$ cat config.mk
export PLATFORM = sky130hd
export DESIGN_NAME = ram_1r1w_debug
export DESIGN_NICKNAME = d
export VERILOG_FILES = /design/src/rtl/ram_1r1w_debug.sv
export SDC_FILE = /design/constraint.sdc
export NUM_CORES = 2
export LEC_CHECK = 0
export BUFFER_PORTS_ARGS = -buffer_cell sky130_fd_sc_hd__clkbuf_2
export CAP_MARGIN = 10
export CORE_MARGIN = 4
export CORE_UTILIZATION = 42
export CTS_CLUSTER_SIZE = 8
export DETAILED_ROUTE_END_ITERATION = 8
export GPL_TIMING_DRIVEN = 1
export HOLD_SLACK_MARGIN = 0.03
export PLACE_DENSITY = 0.59
export SYNTH_ARGS = -nofsm -noshare
export SYNTH_HDL_FRONTEND = slang
export SYNTH_SLANG_ARGS = --single-unit
$ cat constraint.sdc
create_clock -name clk -period 4.5 [get_ports clk]
set_clock_uncertainty 0.1 [all_clocks]
set_input_delay 0.9 -clock clk [delete_from_list [all_inputs] [get_ports clk]]
set_output_delay 0.9 -clock clk [all_outputs]
set_load 0.05 [all_outputs]
$ cat src/rtl/ram_1r1w_debug.sv
// ram_1r1w_debug: one-read/one-write word memory for kernel datapaths with a
// combinational debug read port and a debug write port. Contents are not
// reset; reset clears only the read pipeline and the sticky out-of-range flag.
module ram_1r1w_debug #(
    parameter int unsigned WIDTH        = 32,
    parameter int unsigned DEPTH        = 64,
    parameter int unsigned READ_LATENCY = 1
) (
    input  logic             clk,
    input  logic             rst,
    input  logic [31:0]      raddr_0,
    output logic [WIDTH-1:0] rdata_0,
    input  logic [31:0]      waddr_0,
    input  logic             wen_0,
    input  logic [WIDTH-1:0] wdata_0,
    input  logic [31:0]      debug_addr,
    output logic [WIDTH-1:0] debug_data,
    input  logic [31:0]      debug_write_addr,
    input  logic             debug_write_en,
    input  logic [WIDTH-1:0] debug_write_data,
    output logic             oob_err
);

    localparam int unsigned AW = (DEPTH > 1) ? $clog2(DEPTH) : 1;

    logic [WIDTH-1:0] mem_q [DEPTH];

    logic             rd_ok;
    logic [WIDTH-1:0] rd_word;
    logic             dbg_rd_ok;
    logic             wr0_fire;
    logic             dbgw_fire;
    logic [AW-1:0]    wr0_idx;
    logic [AW-1:0]    dbgw_idx;
    logic             oob_hit;
    logic             oob_err_d;
    logic             oob_err_q;

    // Full 32-bit compare so upper address bits never alias into the array.
    function automatic logic addr_ok(input logic [31:0] a);
        return a < 32'(DEPTH);
    endfunction

    // Address decode, read muxes, write qualification and error detection.
    always_comb begin
        rd_ok      = addr_ok(raddr_0);
        rd_word    = rd_ok ? mem_q[raddr_0[AW-1:0]] : '0;

        dbg_rd_ok  = addr_ok(debug_addr);
        debug_data = dbg_rd_ok ? mem_q[debug_addr[AW-1:0]] : '0;

        wr0_fire   = wen_0 && addr_ok(waddr_0);
        dbgw_fire  = debug_write_en && addr_ok(debug_write_addr);
        wr0_idx    = waddr_0[AW-1:0];
        dbgw_idx   = debug_write_addr[AW-1:0];

        // Debug reads are excluded: inspecting memory must not disturb the flag.
        oob_hit    = !rd_ok
                   || (wen_0 && !addr_ok(waddr_0))
                   || (debug_write_en && !addr_ok(debug_write_addr));
        oob_err_d  = oob_err_q || oob_hit;
    end

    // Memory array: no reset, writes honoured even while rst is high.
    // The debug write is issued last so it wins a same-address collision.
    always_ff @(posedge clk) begin
        if (wr0_fire) begin
            mem_q[wr0_idx] <= wdata_0;
        end
        if (dbgw_fire) begin
            mem_q[dbgw_idx] <= debug_write_data;
        end
    end

    // Sticky out-of-range flag, cleared only by reset.
    always_ff @(posedge clk) begin
        if (rst) begin
            oob_err_q <= 1'b0;
        end else begin
            oob_err_q <= oob_err_d;
        end
    end

    assign oob_err = oob_err_q;

    generate
        if (READ_LATENCY == 0) begin : g_comb_read
            assign rdata_0 = rd_word;
        end else begin : g_pipe_read
            logic [WIDTH-1:0] stage_d [READ_LATENCY];
            logic [WIDTH-1:0] stage_q [READ_LATENCY];

            // Next-state of the read shift register: stage 0 takes the array word.
            always_comb begin
                stage_d[0] = rd_word;
                for (int unsigned i = 1; i < READ_LATENCY; i++) begin
                    stage_d[i] = stage_q[i-1];
                end
            end

            // Read pipeline registers; reset flushes every pending read to zero.
            always_ff @(posedge clk) begin
                for (int unsigned i = 0; i < READ_LATENCY; i++) begin
                    if (rst) begin
                        stage_q[i] <= '0;
                    end else begin
                        stage_q[i] <= stage_d[i];
                    end
                end
            end

            assign rdata_0 = stage_q[READ_LATENCY-1];
        end
    endgenerate

endmodule

==> results.toml <==
[run_status]
status = "finished with violations"
violations = "negative setup slack"

[floorplanning]
core_um2 = 289000
fp.dieH_um = 547
initial_core_util_pct = 42.3
boundaryPins = 261
dieWidth_um = 547
die-area_um2 = 300000
rows = 197

[cells_and_area]
stdcell_count = 11790
finalNetCount = 8006
syn_to_final_growth_pct = 17.1
drive_gt1_share_pct = 57.8

[clock_tree]
max-clock-path-buffers = 4
path_clk_slew_ns = 0.05
cts_hold_buffers = 0
cts_tree = "done"
cts_root_buf = "clkbuf_16"
cts_buffers = 303
clock_latency_ns = 0.90
cts.htree.levels = 5
cts_sinks = 2081

[pwr]
switching_share_pct = 24.3
vdd_drop_max_v = 0.000323
p_int_mw = 36.0
clkPwrFrac_pct = 44.3
p_seq_share_pct = 44.8
cellLeakagePower_nw = 46.2
p_comb_share_pct = 11.0
p_per_area_nw_per_um2 = 333
power.switching_mw = 11.6
p_total_mw = 47.6

[placement]
hpwlAfterDp_um = 316000
port_buffers = 260
pre_cts_slack_ns = -0.968
dp.cells = 11339
place_congestion = 0.903

[logic_synthesis]
avgSynthCellArea_um2 = 16.2
synth_edf_count = 2048
ys_seq_area_share_pct = 50.9
synth_warnings = 0
synth_top_area_share_pct = 50.3
ys.flop_type = "edfxtp_1"
synth_area_leaders = "edfxtp_1 (50%), mux2_2 (19%), mux4_2 (18%)"
synth_compound_area_share_pct = 3.22
synth-simple-area-share_pct = 1.60
synth_area_leader_cell = "edfxtp_1"
synth_cell_types = 56
synthArstFlopShare_pct = 0
synth.net_count = 7730
syn_area_um2 = 122000
synth-xor-area-share_pct = 0
synth_fa_ha_area_share_pct = 0
synth_cells = 7534
yosys_register_bits = 2081
muxShareOfSynthArea_pct = 40.5
synth_top_family_by_area = "multiplexers"

[worst_hold_path]
hp-class = "input port to flop"

[sta]
period_minus_slack_ns = 4.56
rsz0062_at_grt = "yes"
slew_viol_final = 0
holdWs_ns = 0.152
setup_viol = 12
max_slew.worst_pin.slew_ns = 1.24
timing.setup.tns_ns = -0.269
slew-limit-headroom_pct = 17.6
fmax_mhz = 219
hold_viol_final = 0
fin_crit_sh_pct = 101
worst_slack_ns = -0.0610

[global_route]
grt_overflow_total = 0
busiest_layer = "met2"
met2_usage_pct = 50.9
track_usage_pct = 33.0
antenna_found_initial = 44
grt_pass1_wl_um = 692000
use_met3_pct = 8.62
grt_pass1_vias = 82305
use_met1_pct = 42.8
grt_max_degree = 77

[drt]
drc = 0
ant_nets = 0
drt_first_pass_iters = 5
vias = 82554
viasPerCell = 7.00
wl_per_cell_um = 43.0
drt_iter0_drc = 12536
wl_um = 508000

[setup_path]
crit_arrival_ns = 3.56
worstPathRequired_ns = 3.50
critical_path_class = "input port to primary output"
crit_path_end_kind = "primary output"
critPathLaunchType = "input port"
crit_fanout = 10

[run]
cap_viol_max_count = 0
[logic make-up (layout without fill, tap and decap cells)]
kind of cell           count (synthesis)  after routing
flip-flops                          2081           2081
AO/OA/AOI/OAI                        563            563
other                                  0             22
buffers and inverters               1056           1410
multiplexers                        3453           3453
AND/OR/NAND/NOR                      381            381
[power groups by stage]
stage                     sequential, mW  clock [mW]  combinational, mW
after floorplan                     21.7           0               3.06
after global placement              21.7           0               4.83
after detailed placement            21.7           0               4.89
after CTS                           21.3        21.2               5.03
after global routing                21.3        22.0               5.39
final                               21.3        21.1               5.21
[metal layers]
layer | vias up | wire, µm
met5 | - | 46
met4 | 6 | 31700
met3 | 1390 | 59200
met2 | 5913 | 232000
met1 | 43813 | 185000
li1 | 31432 | -
[area by class of cell]
class,instances,area (µm²)
antenna,22,55.1
tap,3880,4850
clock buffer,367,8060
sequential,2081,62200
inverter,27,106
clock inverter,16,169
timing repair buffer,1000,10500
multi-input combinational,4397,57200
fill,24242,146000
[state kept, by name, summed over array words and instances (netlist names)]
register / count
oob_err: 1
mem_q: 2048
g_pipe_read.stage_q: 32
[through the flow]
step | area (µm²) | utilization [%]
global placement | 133000 | 46.2
floorplan | 122000 | -
finish | 143000 | 49.5
global route | 143000 | 49.5
detailed placement | 133000 | 46.2
CTS | 142000 | 49.3
[worst paths after layout]
path | start | endpoint | slack, ns | depth (start not counted)
setup / recovery | debug_addr[0] | debug_data[18] | -0.06 | 9
hold / removal | rst | oob_err | 0.15 | 2
setup reg to reg | mem_q[47][2] | g_pipe_read.stage_q[0][2] | 1.76 | 5
hold reg to reg | oob_err | oob_err | 0.43 | 2
[synth_stat cells, drive strengths merged, types with 2 or more instances]
cell,instances
o31ai,9
a221o,34
a211oi,11
nand2b,29
nor2,131
a221oi,88
nand4b,5
nor2b,22
o22ai,92
and3,4
o221ai,30
nand3b,10
nor3,24
mux2i,391
nand4,5
a22o,10
clkbuf,556
or3,5
and2,5
buf,473
nor3b,14
a21oi,108
mux4,990
mux2,2072
nor4,25
nand3,30
or2,5
inv,27
o21ai,61
edfxtp,2048
a211o,5
or3b,3
nand2,59
a31oi,13
o211ai,2
and3b,2
dfxtp,33
a2111oi,2
a22oi,93
[repair_timing]
| item | CTS | global route |
|---|---|---|
| pin swaps | 4 | 10 |
| setup buffers | 13 | 18 |
| endpoints found under the setup margin | 31 | 27 |
| gates resized for setup | 100 | 46 |
| gates cloned | 10 | 5 |
[placed cells by master, fill, tap and decap left out, drive strengths merged, types with 13 or more instances in the layout]
cell type,instances
mux2,2072
edfxtp,2048
mux4,990
buf,766
clkbuf,597
mux2i,391
nor2,131
a21oi,108
a22oi,93
o22ai,92
a221oi,88
o21ai,61
nand2,59
inv,36
a221o,34
dfxtp,33
nand3,30
o221ai,30
nand2b,29
nor4,25
nor3,24
diode,22
nor2b,22
nor3b,14
a31oi,13
[critical path, stage by stage]
cell      delay [ns]
buf_16          0.17
buf_16          0.22
buf_16          0.17
mux4_2          0.50
mux4_2          0.56
mux2i_4         0.40
buf_6           0.17
o221ai_4        0.15
buf_12          0.21
Note: power is estimated with default switching activity, not from simulation.
